==> src/rtl/packet_pkg.sv <==
// packet_pkg: shared packet-path constants and types for the switch datapath.
//   DATA_WIDTH      full ingress word width
//   NUM_PORTS       default number of ingress inputs per output port
//   OUT_FIFO_DEPTH  default output-port FIFO depth
//   payload_t       upper half of an ingress word (the part forwarded to egress)
package packet_pkg;

  localparam int DATA_WIDTH     = 32;
  localparam int NUM_PORTS      = 4;
  localparam int OUT_FIFO_DEPTH = 4;

  typedef logic [DATA_WIDTH/2-1:0] payload_t;

endpackage : packet_pkg

==> src/rtl/output_port_buffer_sync_fifo.sv <==
// sync_fifo: single-clock show-ahead FIFO holding the storage and pointers.
// Ports:
//   clk, rst_n   clock / asynchronous active-low reset
//   wr_en        write request (ignored when full)
//   wr_data      data written at the tail
//   rd_en        read request (ignored when empty), head advances on the edge
//   rd_data      entry at the head, '0 when empty
//   count        occupancy 0..DEPTH
//   full, empty  occupancy flags
module sync_fifo #(
  parameter  int WIDTH = 16,
  parameter  int DEPTH = 4,
  localparam int PTR_W = $clog2(DEPTH)
) (
  input  logic             clk,
  input  logic             rst_n,
  input  logic             wr_en,
  input  logic [WIDTH-1:0] wr_data,
  input  logic             rd_en,
  output logic [WIDTH-1:0] rd_data,
  output logic [PTR_W:0]   count,
  output logic             full,
  output logic             empty
);

  localparam logic [PTR_W:0] DEPTH_C = (PTR_W+1)'(DEPTH);

  logic [WIDTH-1:0] mem [DEPTH];
  logic [PTR_W-1:0] wr_ptr;
  logic [PTR_W-1:0] rd_ptr;
  logic             do_wr;
  logic             do_rd;

  assign full  = (count == DEPTH_C);
  assign empty = (count == '0);

  // A full FIFO refuses writes even if a read frees a slot this cycle.
  assign do_wr = wr_en && !full;
  assign do_rd = rd_en && !empty;

  // Storage needs no reset: rd_data is masked while empty.
  always_ff @(posedge clk) begin
    if (do_wr) begin
      mem[wr_ptr] <= wr_data;
    end
  end

  // Pointers are DEPTH-sized (power of 2) and wrap on overflow.
  always_ff @(posedge clk or negedge rst_n) begin
    if (!rst_n) begin
      wr_ptr <= '0;
      rd_ptr <= '0;
      count  <= '0;
    end else begin
      if (do_wr) wr_ptr <= wr_ptr + PTR_W'(1);
      if (do_rd) rd_ptr <= rd_ptr + PTR_W'(1);
      case ({do_wr, do_rd})
        2'b10:   count <= count + (PTR_W+1)'(1);
        2'b01:   count <= count - (PTR_W+1)'(1);
        default: count <= count;
      endcase
    end
  end

  assign rd_data = empty ? '0 : mem[rd_ptr];

endmodule : sync_fifo

==> src/rtl/output_port_buffer.sv <==
// output_port_buffer: per-output-port selector + FIFO between the arbiter and
// the egress link. On each accepted grant the upper half of the granted ingress
// word is queued; queued payloads are replayed in order with valid/ready.
// Optional feature macro: OUTPORT_STATS_EN adds the saturating drop_cnt output.
// Ports:
//   clk, rst_n   clock / asynchronous active-low reset
//   mux_sel      granted input index from the arbiter
//   arb_active   arbiter has a winner this cycle
//   data_in      packed ingress words, port i at data_in[i]
//   grant_ack    write accepted this cycle (combinational)
//   data_out     payload at FIFO head, 0 when empty
//   valid_out    data_out valid
//   ready_in     egress consumes when valid_out && ready_in
//   fill_level   occupancy 0..DEPTH
//   sel_err      one-cycle pulse after a grant with an out-of-range mux_sel
//   drop_cnt     (OUTPORT_STATS_EN) grants refused because full, saturating
module output_port_buffer
  import packet_pkg::*;
#(
  parameter  int NUM_PORTS  = packet_pkg::NUM_PORTS,
  parameter  int DATA_WIDTH = packet_pkg::DATA_WIDTH,
  parameter  int DEPTH      = packet_pkg::OUT_FIFO_DEPTH,
  localparam int SEL_W      = $clog2(NUM_PORTS),
  localparam int HALF_W     = DATA_WIDTH / 2,
  localparam int CNT_W      = $clog2(DEPTH) + 1
) (
  input  logic                                 clk,
  input  logic                                 rst_n,
  input  logic [SEL_W-1:0]                     mux_sel,
  input  logic                                 arb_active,
  input  logic [NUM_PORTS-1:0][DATA_WIDTH-1:0] data_in,
  output logic                                 grant_ack,
  output logic [HALF_W-1:0]                    data_out,
  output logic                                 valid_out,
  input  logic                                 ready_in,
  output logic [CNT_W-1:0]                     fill_level,
`ifdef OUTPORT_STATS_EN
  output logic [15:0]                          drop_cnt,
`endif
  output logic                                 sel_err
);

  localparam logic [SEL_W:0] NUM_PORTS_C = (SEL_W+1)'(NUM_PORTS);

  logic              sel_ok;
  logic [HALF_W-1:0] sel_payload;
  logic              wr_en;
  logic              rd_en;
  logic              full;
  logic              empty;

  // Extra MSB so a non-power-of-2 port count can flag unused select codes.
  assign sel_ok = ({1'b0, mux_sel} < NUM_PORTS_C);

  // Only the payload half of each word is ever routed.
  always_comb begin
    sel_payload = '0;
    for (int i = 0; i < NUM_PORTS; i++) begin
      if (mux_sel == SEL_W'(i)) begin
        sel_payload = data_in[i][DATA_WIDTH-1 -: HALF_W];
      end
    end
  end

  assign wr_en     = arb_active && !full && sel_ok;
  assign grant_ack = wr_en;
  assign valid_out = !empty;
  assign rd_en     = valid_out && ready_in;

  sync_fifo #(
    .WIDTH (HALF_W),
    .DEPTH (DEPTH)
  ) u_fifo (
    .clk     (clk),
    .rst_n   (rst_n),
    .wr_en   (wr_en),
    .wr_data (sel_payload),
    .rd_en   (rd_en),
    .rd_data (data_out),
    .count   (fill_level),
    .full    (full),
    .empty   (empty)
  );

  always_ff @(posedge clk or negedge rst_n) begin
    if (!rst_n) begin
      sel_err <= 1'b0;
    end else begin
      sel_err <= arb_active && !sel_ok;
    end
  end

`ifdef OUTPORT_STATS_EN
  always_ff @(posedge clk or negedge rst_n) begin
    if (!rst_n) begin
      drop_cnt <= '0;
    end else if (arb_active && full && sel_ok && (drop_cnt != 16'hFFFF)) begin
      drop_cnt <= drop_cnt + 16'd1;
    end
  end
`endif

endmodule : output_port_buffer

==> config.mk <==
export PLATFORM = sky130hd
export DESIGN_NAME = output_port_buffer
export DESIGN_NICKNAME = d
export VERILOG_FILES = /design/src/rtl/packet_pkg.sv /design/src/rtl/output_port_buffer_sync_fifo.sv /design/src/rtl/output_port_buffer.sv
export SDC_FILE = /design/constraint.sdc
export NUM_CORES = 1
export LEC_CHECK = 0
export BUFFER_PORTS_ARGS = -buffer_cell sky130_fd_sc_hd__buf_4
export CORE_MARGIN = 2
export CORE_UTILIZATION = 48
export CTS_BUF_LIST = sky130_fd_sc_hd__clkbuf_8
export DETAILED_ROUTE_END_ITERATION = 8
export HOLD_SLACK_MARGIN = 0.1
export PLACE_DENSITY = 0.82
export SLEW_MARGIN = 20
export SYNTH_ARGS = -nofsm -noshare
export SYNTH_HDL_FRONTEND = slang
export SYNTH_SLANG_ARGS = --single-unit
==> constraint.sdc <==
create_clock -name clk -period 2.2 [get_ports clk]
set_clock_uncertainty 0.05 [all_clocks]
set_input_delay 0.22 -clock clk [delete_from_list [all_inputs] [get_ports clk]]
set_output_delay 0.22 -clock clk [all_outputs]
set_load 0.01 [all_outputs]
**Word level (Yosys, flattened, before mapping)**

Memories as Yosys holds them, arrays and structs flattened.
Index checks and enable logic that the tools add are counted.

- RAM bits: 64
- Word-level logic and storage cells: 31
- Memories kept: 1
- Bits in registers: 7
- Output and inout bits: 22
- Input bits: 134

- Equal/unequal tests: 6
- Muxes and demuxes: 8
- Reductions and logical operators: 9
- $add $sub $neg: 4

Memories:

| name | words | width | rd ports | clocked after Yosys merged registers in | write ports | line | text |
|---|---|---|---|---|---|---|---|
| u_fifo.mem | 4 | 16 | 1 | 0 | 1 | output_port_buffer_sync_fifo.sv:28 | `logic [WIDTH-1:0] mem [DEPTH];` |

Operators with widths:

| cell | count |
|---|---|
| $mux W16 | 5 |
| $eq A2 B2 Y1 const B | 3 |
| $pmux W3 S2 | 1 |
| $add A2 B1 Y2 const B | 2 |
| $eq A2 B1 Y1 const B | 2 |
| $logic_and A1 B1 Y1 | 4 |
| $add A3 B1 Y3 const B | 1 |
| $eq A3 B3 Y1 const B | 1 |
| $logic_not A3 Y1 | 1 |
| $sub A3 B1 Y3 const B | 1 |
| $logic_not A1 Y1 | 2 |
| $logic_not A2 Y1 | 1 |
| $mux W1 | 2 |
| $reduce_bool A2 Y1 | 1 |

**Longest topological paths before layout**

Gate-level depths: netlist of the first run.

- Word-level depth: 6
- Mapped depth: 9
- Depth with buffers taken out: 9

**Cells and area by module**

A second synthesis of the first run with hierarchy kept.

- Cell total of the unflattened synthesis: 164
- Area total of the unflattened synthesis: 3,407.0 sq um

By module, submodules not included:

| module | cells an instance | instances | seq. area each (sq um) | area an instance (sq um) |
|---|---|---|---|---|
| sync_fifo | 139 | 1 | 2,097.0 | 2,955.3 |
| output_port_buffer | 25 | 1 | 0.0 | 451.7 |

**Least setup slack after synthesis of the first run**

No wires, ideal clock.

- Path type: reg-to-reg
- From: reg u_fifo.count[0]
- To: reg u_fifo.count[2]
- Data arrival time: 1.854 ns
- Required time: 2.022 ns
- Clock period less this slack: 2.032 ns
- Library setup time: 0.128 ns
- Buffers on the path: 1
- Setup slack: 0.168 ns
- Stages on the path, launching flop included: 10
- Path through: dfrtp_1 -> or3_1 -> buf_2 -> and2_1 -> ha_1 -> inv_1 -> fa_1 -> xor2_1 -> nor2_1 -> xor2_1

- Cells in the longest elaborated chain, start to end: 6
- Elaborated cells between the ends (all ways): 14
- Classes of those cells: add/sub: 2; eq/ne: 3; mux: 1; reduce/logical: 8

Ends and longest elaborated chain:

| what | line | text |
|---|---|---|
| start, declared | output_port_buffer_sync_fifo.sv:21 | `output logic [PTR_W:0] count,` |
| start signal, assigned | output_port_buffer_sync_fifo.sv:58 | `2'b10: count <= count + (PTR_W+1)'(1);` |
| start signal, assigned | output_port_buffer_sync_fifo.sv:59 | `2'b01: count <= count - (PTR_W+1)'(1);` |
| start signal, assigned | output_port_buffer_sync_fifo.sv:60 | `default: count <= count;` |
| $logic_not A3 Y1 * | output_port_buffer_sync_fifo.sv:35 | `assign empty = (count == '0);` |
| $logic_not A1 Y1 * | output_port_buffer_sync_fifo.sv:39, output_port_buffer.sv:67 |  |
| $logic_and A1 B1 Y1 | output_port_buffer.sv:68 | `assign rd_en = valid_out && ready_in;` |
| $logic_and A1 B1 Y1 * | output_port_buffer_sync_fifo.sv:39 | `assign do_rd = rd_en && !empty;` |
| named net u_fifo.do_rd | output_port_buffer_sync_fifo.sv:32 | `logic do_rd;` |
| $eq A2 B1 Y1 or $eq A2 B2 Y1 (tied branches) | output_port_buffer_sync_fifo.sv:57 | `case ({do_wr, do_rd})` |
| $pmux W3 S2 or $reduce_bool A2 Y1 (tied branches) | - |  |

The timed path passes the listed nets; every way through them passes the cells marked *.
A chain may end at the register's enable or synchronous reset.

**Worst setup path after layout of the first run**

- From: reg u_fifo.rd_ptr[0]
- To: out data_out[9]

- Cells in the longest elaborated chain, start to end: 2

Ends and longest elaborated chain:

| what | line | text |
|---|---|---|
| start, declared | output_port_buffer_sync_fifo.sv:30 | `logic [PTR_W-1:0] rd_ptr;` |
| start signal, assigned | output_port_buffer_sync_fifo.sv:56 | `if (do_rd) rd_ptr <= rd_ptr + PTR_W'(1);` |
| $mem_v2 Z4 W16 | - |  |
| $mux W16 | output_port_buffer_sync_fifo.sv:65 | `assign rd_data = empty ? '0 : mem[rd_ptr];` |
| end, declared | output_port_buffer.sv:33 | `output logic [HALF_W-1:0] data_out,` |

No other way between the ends.

==> run summary, run 1 <==
The flow ran to the end, and the final reports show no timing, DRC or antenna violations. For this run, the total global-route usage over all layers was measured as 17.8%. The worst-case vdd ir drop came out at about 0.51 mV. The critical path starts at u_fifo.rd_ptr[0]$_DFFE_PN0P_.

The routed wire length is 6240 um. The leakage component of the power came out at 0.00167 uW. The netlist area before placement is 3270 um2. The total of buffers placed on input and output ports came out at 90. The initial antenna violation count was 0. Detailed routing inserted a total of 1853 vias. In this run the worst setup path terminates at data_out[9].

The worst hold path class is primary input to register. The reg2reg setup slack came out at 0.21 ns. The via count of the first global-routing pass was 1935. The number of iterations in the first detailed-routing pass came out at 5. At the end of routability-driven placement, the weighted congestion stood at between 0.7 and 0.8. The number of diodes is 0. Power spread over the standard cell area amounts to 1150 nW/um2. The clock net sink count came out at 71.

The floorplan step defined a die boundary enclosing roughly 7500 um2. Fill cells in the final layout number between 400 and 500. Leaving out fill and tap cells, the most frequent cell in the layout is buf_4. The worst flop-to-flop path startpoint is u_fifo.count[0]$_DFFE_PN0P_. The mean cell area of the mapped netlist is 20.3 um2. The quantity of hold-fixing buffers added after cts came out at 1. Clock latency on the worst-skew pair, taken at its later pin, is 0.33 ns. The CTS tree is built. After routing, the total negative slack on setup checks comes to 0 ns. The post-route DRC violation count came out at 0. The routed length per placed instance came out at 18.0 um. Ranked by total cell area, the synthesized netlist is headed by edfxtp_1, mux4_2, mux4_1.

The endpoint kind of the worst setup timing path is an output port. Pin placement for this block handled 156 I/O pins. The total core area came out at 6680 um2. Setup violations remaining at the end of the flow were counted as 0.

Based on the critical path, the design can be clocked at up to 481 MHz. The slowest stage of the critical path belongs to the cell mux4_1. The number of synthesis warnings came out at 0. The maximum clock insertion buffer count came out at 2. The register clock-pin slew on the reported worst setup and hold paths came out at 0.07 ns. The worst register-to-register path ends at u_fifo.count[2]$_DFFE_PN0P_. Summed over all instances, the cell type with the most area after synthesis is edfxtp_1. STA puts the critical path data required time at 1.93 ns. The count of H-tree levels built during CTS is 3.

The wire-length estimate of the detail-placed layout is ~4500 um. The number of gates resized after CTS was 0. The max capacitance violation total came out at 0. The wire length of the first global-routing pass came out at slightly below 10000 um. The largest fanout on the critical path is 18. The tree is rooted in a clkbuf_8. The count of different cell masters after synthesis is 22. Walking the worst path, the cells encountered are buf_12 -> mux4_1 -> and2_1 -> buf_4. The die height is 86.6 um.

Of the post-synthesis cell area, the dominant cell type holds 58.7%. In this run the post-CTS setup repair buffer count came out at 0. The first routing iteration left between 100 and 150 violations.

The gate count of the mapped netlist is 161. The net count after synthesis is around 300. The worst setup path is of the register to output port kind. The utilization of the core after routing is 63.9%. The share of the Yosys chip area taken by registers is 64.1%. After layout, the worst path uses 94.6% of the clock period. The count of final hold-check violations came out at 0.

The number of buffers created by CTS came out at 9. The final cell count without fillers came out at between 300 and 400. The effective utilization at floorplan came out at 49.0%.

Cells with a size suffix above 1 make up 52.3% of the layout. The largest net degree at the start of global routing is 19. The minimum hold slack came out at around 0.13 ns. The clock period could shrink to between 2 and 2.5 ns.

Setup repair after global routing left no endpoint under its margin. The sum of overflow across all layers after global routing came out at 0. The layout-stage area growth over the synthesis result is 30.4%. The via density per instance came out at ~5.4. The startpoint of the lowest-slack hold path is ready_in. The count of final max-slew check failures is 0. The horizontal die dimension is 86.6 um.

Including well taps, the total number of placed cells is between 300 and 400. The flip-flop and latch count after synthesis came out at between 70 and 80. The number of rows created at floorplan came out at 30.

The highest cell delay on the worst timing path came out at around 0.6 ns. The count of cells along the worst register-to-register path came out at 8. The worst setup path is launched from a register.

In the layout the commonest cells are buf_4, edfxtp_1, mux4_2. STA puts the critical path data arrival time at 1.81 ns. The antenna violation net count after detailed routing is 0.

The net count of the finished layout is roughly 400.
[critical path, delay by kind of cell, from the launching register on]
kind | cells | cell delay, ns
DFF | 1 | 0.38
buffers and inverters | 2 | 0.32
and+or+nand+nor | 1 | 0.18
muxes | 1 | 0.60
[flip-flops by register name, indices dropped and copies added (netlist names)]
signal / cells
u_fifo.mem: 64
u_fifo.count: 3
u_fifo.wr_ptr: 2
u_fifo.rd_ptr: 2
[where the power goes]
part / total, uW / switching (uW) / internal, uW
Clock: 945 / 442 / 503
Combinational: 2000 / 901 / 1100
Sequential: 1940 / 110 / 1830
[layout make-up]
cell class | instances | area (um2) | share of cell area, %
Tap cell | 80 | 100 | 2.35
Clock inverter | 6 | 52.6 | 1.23
Sequential cell | 71 | 2100 | 49.1
Timing Repair Buffer | 101 | 798 | 18.7
Multi-Input combinational cell | 72 | 1070 | 25.1
Clock buffer | 9 | 124 | 2.90
Inverter | 7 | 26.3 | 0.616
[synth_stat cells (all sizes together)]
master,count
fa,1
inv,7
ha,5
nand3,1
xnor2,3
mux4,32
mux2,1
dfrtp,7
and2,21
a31oi,1
mux2i,1
or3,1
conb,1
buf,9
edfxtp,64
nor2,1
clkbuf,2
xor2,3
[stage by stage]
| stage | area, um2 | total power, uW | setup slack (ns) |
|---|---|---|---|
| after floorplan | 3270 | 3150 | 0.168 |
| after global placement | 4080 | 3940 | 0.244 |
| after detailed placement | 4080 | 4010 | 0.208 |
| after CTS | 4270 | 4960 | 0.0937 |
| after global routing | 4270 | 5160 | 0.0237 |
| final | 4270 | 4890 | 0.120 |
[how the worst min path moves through the flow]
stage,cells past startpoint,slack [ns],endpoint
2_1_floorplan,0,-0.13,u_fifo.count[0]$_DFFE_PN0P_
5_1_grt,3,0.16,u_fifo.rd_ptr[1]$_DFFE_PN0P_
4_1_cts,3,0.12,u_fifo.rd_ptr[1]$_DFFE_PN0P_
3_5_place_dp,1,-0.01,u_fifo.count[0]$_DFFE_PN0P_
3_3_place_gp,1,-0.01,u_fifo.count[2]$_DFFE_PN0P_
6_report,3,0.13,u_fifo.rd_ptr[1]$_DFFE_PN0P_
[kinds of logic after synthesis]
family	share of synthesized area [%]
other	0.115
AND/OR/NAND/NOR	4.47
adder cells (fa/ha/maj)	2.52
flip-flops	64.1
multiplexers	23.6
buffers and inverters	3.21
XOR/XNOR	1.61
AO/OA/AOI/OAI	0.382
[per-layer routing]
layer	wire length [um]	vias to the layer above	GRT usage, %
li1	-	848	-
met1	2450	935	22.3
met2	3490	66	30.7
met3	260	4	2.29
met4	47	0	8.52
met5	0	-	0
Note: power is estimated with default switching activity, not from simulation.
==> run 2: changes to the inputs <==
==> constraint.sdc (replaced) <==
create_clock -name clk -period 2.2 [get_ports clk]
set_clock_uncertainty 0.05 [all_clocks]
set_input_delay 0.44 -clock clk [delete_from_list [all_inputs] [get_ports clk]]
set_output_delay 0.44 -clock clk [all_outputs]
set_load 0.01 [all_outputs]
==> run 2 against run 1 <==
The run now ends with negative setup slack left. Power is 19% higher. Worst hold slack improved by 0.21 ns. Routed wire length up 8.6%. Design area rose by 4.3%. Non-clock buffer count is 3 higher. Utilization grew 2.7 points. Fmax down 6.1%. Global-route usage grew 1.3 points. Critical endpoint is now data_out[14]. Largest power group unchanged.
==> run summary, run 2 (synthesis gave the netlist of run 1 again) <==
The combined buffer and inverter count along the critical path came out at 2 (unchanged). The number of iterations in the first detailed-routing pass came out at 4 (was 5). The post-route minimum period is 2.22 ns (was 2.08 ns). The effective utilization at floorplan is 49.0% (unchanged). The via count of the first global-routing pass is 2049 (was 1935). The number of diodes came to 0 (unchanged). The wire length of the first global-routing pass is 10300 um (was 9700 um). The final reports fail on negative setup slack. The max capacitance violation total came out at 0 (unchanged). The worst-case vdd ir drop is 0.651 mV (was 0.506 mV).

The worst flop-to-flop path startpoint is u_fifo.count[0]$_DFFE_PN0P_ (unchanged). The net count of the finished layout is 405 (was 402). The hold path endpoint is u_fifo.rd_ptr[1]$_DFFE_PN0P_ (unchanged). The proportion of total power due to net switching is 27.9% (was 29.7%). The number of buffers created by CTS came out at 9 (unchanged). The global placer's final weighted congestion came to 0.789 (was 0.778). The count of final hold-check violations is 0 (unchanged). The relative contribution of sequential cells to total power is 33.7% (was 39.7%).

The antenna violation net count after detailed routing is 0 (unchanged). The count of cells along the worst register-to-register path came out at 8 (unchanged). The met2 routed wirelength came out at 3750 um (was 3490 um). The die height came out at 86.6 um (unchanged).

The part of the power in the clock network was 22.8% (was 19.3%). The horizontal die dimension is 86.6 um (unchanged). The sum of overflow across all layers after global routing was 0 (unchanged). The number of fill cells came out at 470 (was 496). The count of H-tree levels built during CTS is 3 (unchanged). The highest cell delay on the worst timing path is 0.52 ns (was 0.60 ns).

The critical path's top delay family is multiplexers (unchanged). The final clock period utilization by the worst path is 101% (was 94.6%). The placement-stage worst setup slack is 0.221 ns (was 0.208 ns). The switching power total is 1620 uW (was 1450 uW). The global router's overall resource usage is 19.1% (was 17.8%).

The total of endpoints with negative setup slack in the final report came out at 2 (was 0). The layout-stage area growth over the synthesis result is 36.0% (was 30.4%). The arrival time reported for the critical path endpoint is 1.73 ns (was 1.81 ns). The met1 layer wirelength in the final routing is 2660 um (was 2450 um). The uppermost metal layer occupied by signal nets is met4 (unchanged).

The fraction of final layout cells sized beyond drive strength 1 is 62.6% (was 52.3%). The routed length per placed instance is 19.4 um (was 18.0 um). Cell breakdown of the critical path: buf_12 -> mux4_2 -> and2_4 -> buf_6 (was buf_12 -> mux4_1 -> and2_1 -> buf_4). The timing-limited maximum frequency is 451 MHz (was 481 MHz). The largest fanout on the critical path is 9 (was 18). The reg2reg setup slack is 0.13 ns (was 0.21 ns). The leading cell type in the layout, fill and taps excluded is buf_4 (unchanged). The utilization of the core after routing came out at 66.6% (was 63.9%). The final cell count without fillers is 350 (was 346). The share of power burned in combinational logic came out at 43.4% (was 41.0%). The flip-flop count of the largest register after layout was 64 (unchanged).

The standard cell with the maximum stage delay on the critical path is mux4_2 (was mux4_1). The clock network latency to the later pin of the worst-skew pair is 0.34 ns (was 0.33 ns). The endpoint kind of the worst setup timing path is an output port (unchanged). The leakage component of the power is 0.00175 uW (was 0.00167 uW). The count of final max-slew check failures is 0 (unchanged).

Run status: finished with violations (was finished, final reports clean). Leading cell types in the layout, fill and taps excluded: buf_4, edfxtp_1, mux4_2 (unchanged). The register bank with the most flops is u_fifo.mem (unchanged). The number of cells traversed by the worst hold path came to 3 (unchanged). The routed wire length is 6780 um (was 6240 um).

The startpoint of the lowest-slack hold path is ready_in (unchanged). The total of buffers placed on input and output ports came out at 90 (unchanged). The I/O pin count came out at 156 (unchanged). The root buffer cell is clkbuf_8 (unchanged).

The CTS tree was built (unchanged). The total core area came out at 6680 um2 (unchanged). The detailed-placement wirelength estimate is 4660 um (was 4530 um). Largest registers in the final layout: u_fifo.mem x64, u_fifo.count x3 (unchanged). The critical path launch point type was a register (unchanged). The required time at the endpoint of the critical path is 1.71 ns (was 1.93 ns). The clock net sink count is 71 (unchanged).

The maximum clock insertion buffer count came to 2 (unchanged). The sum of met3 wire segment lengths after detailed routing came out at 233 um (was 260 um). The worst reg2reg path endpoint is u_fifo.count[2]$_DFFE_PN0P_ (unchanged). The via density per instance came out at 5.38 (was 5.36). Unrepaired setup endpoints after global routing: yes (was no). The worst hold path class was primary input to register (unchanged).

The areal power density over the cells is 1300 nW/um2 (was 1150 nW/um2). The internal cell power is 4180 uW (was 3440 uW). The type of the worst setup path is register to output port (unchanged). The area of the die is 7490 um2 (unchanged). The number of design-rule violations left by the first detailed-router iteration is 83 (was 109). The critical path launch point is u_fifo.rd_ptr[0]$_DFFE_PN0P_ (unchanged). The register clock-pin slew on the reported worst setup and hold paths is 0.07 ns (about the same).

The total number of vias is 1882 (was 1853). The cell count after placement came out at 330 (unchanged). The worst path setup slack after routing is -0.0154 ns (was 0.120 ns). The post-route DRC violation count is 0 (unchanged). The number of rows created at floorplan is 30 (unchanged). The largest net degree at the start of global routing is 19 (unchanged). The initial antenna violation count came out at 0 (unchanged).
## run 2: changes by cell type in the layout (fill, tap and decap cells not counted)
cell and change:
inv_1 +1, dfrtp_1 -1, and2_1 -16, clkinv_1 -2, clkinv_2 -2, dfrtp_2 +1, buf_4 -14, mux4_1 -8
and2_4 +16, bufinv_16 +3, clkinvlp_4 +1, mux4_2 +8, buf_6 +17
## run 2: power groups by stage
stage	clock network (uW)	registers, uW	logic (uW)
3_5_place_dp	0	1970	2030
4_1_cts	1350	1950	2580
6_report	1320	1960	2520
2_1_floorplan	0	1940	1200
5_1_grt	1390	1980	2700
3_3_place_gp	0	1940	1980
## run 2: routing by layer
layer,global-route usage (%),vias up
li1,-,845
met1,23.9,971
met2,32.7,56
met3,3.24,10
met4,8.81,0
met5,0,-
## run 2: cell type report
type	instances	area (um2)	share of cell area, %
Clock buffer	9	124	2.78
Timing Repair Buffer	104	885	19.9
Sequential cell	71	2100	47.2
Clock inverter	7	136	3.07
Inverter	7	26.3	0.591
Tap cell	80	100	2.25
Multi-Input combinational cell	72	1080	24.3
## run 2: through the flow
step	instance area [um2]	hold WS (ns)	power (uW)	TNS, ns
final	4450	0.348	5800	-0.0287
after global routing	4450	0.359	6070	-0.617
after CTS	4470	0.330	5890	-0.704
after detailed placement	4070	0.211	4000	0
after global placement	4070	0.205	3920	0
after floorplan	3270	0.0944	3150	0
## run 2: worst max-delay path by stage
stage | to | depth (start not counted)
after CTS | data_out[8] | 5
after global routing | data_out[9] | 4
final | data_out[14] | 4
after floorplan | u_fifo.count[2]$_DFFE_PN0P_ | 9
after detailed placement | u_fifo.count[1]$_DFFE_PN0P_ | 6
after global placement | u_fifo.count[2]$_DFFE_PN0P_ | 8
## run 2: worst reg2reg max path, cell delays in order, from the launching register on
cell and delay, ns:
dfrtp_1 0.42, or3_1 0.41, and2_1 0.21, ha_1 0.22, inv_1 0.08, fa_1 0.18
xor2_1 0.15, nor2_1 0.08, xor2_1 0.15
## run 2: what timing repair did
item / 4_1_cts / 5_1_grt
setup endpoints to repair: 16 / 16
hold buffers: 1 / 0
buffers inserted: 2 / 1
endpoints found under the hold margin: 7 / 0
cloned: 1 / 0
gates resized for setup: 42 / 1
pin swaps: 4 / 0
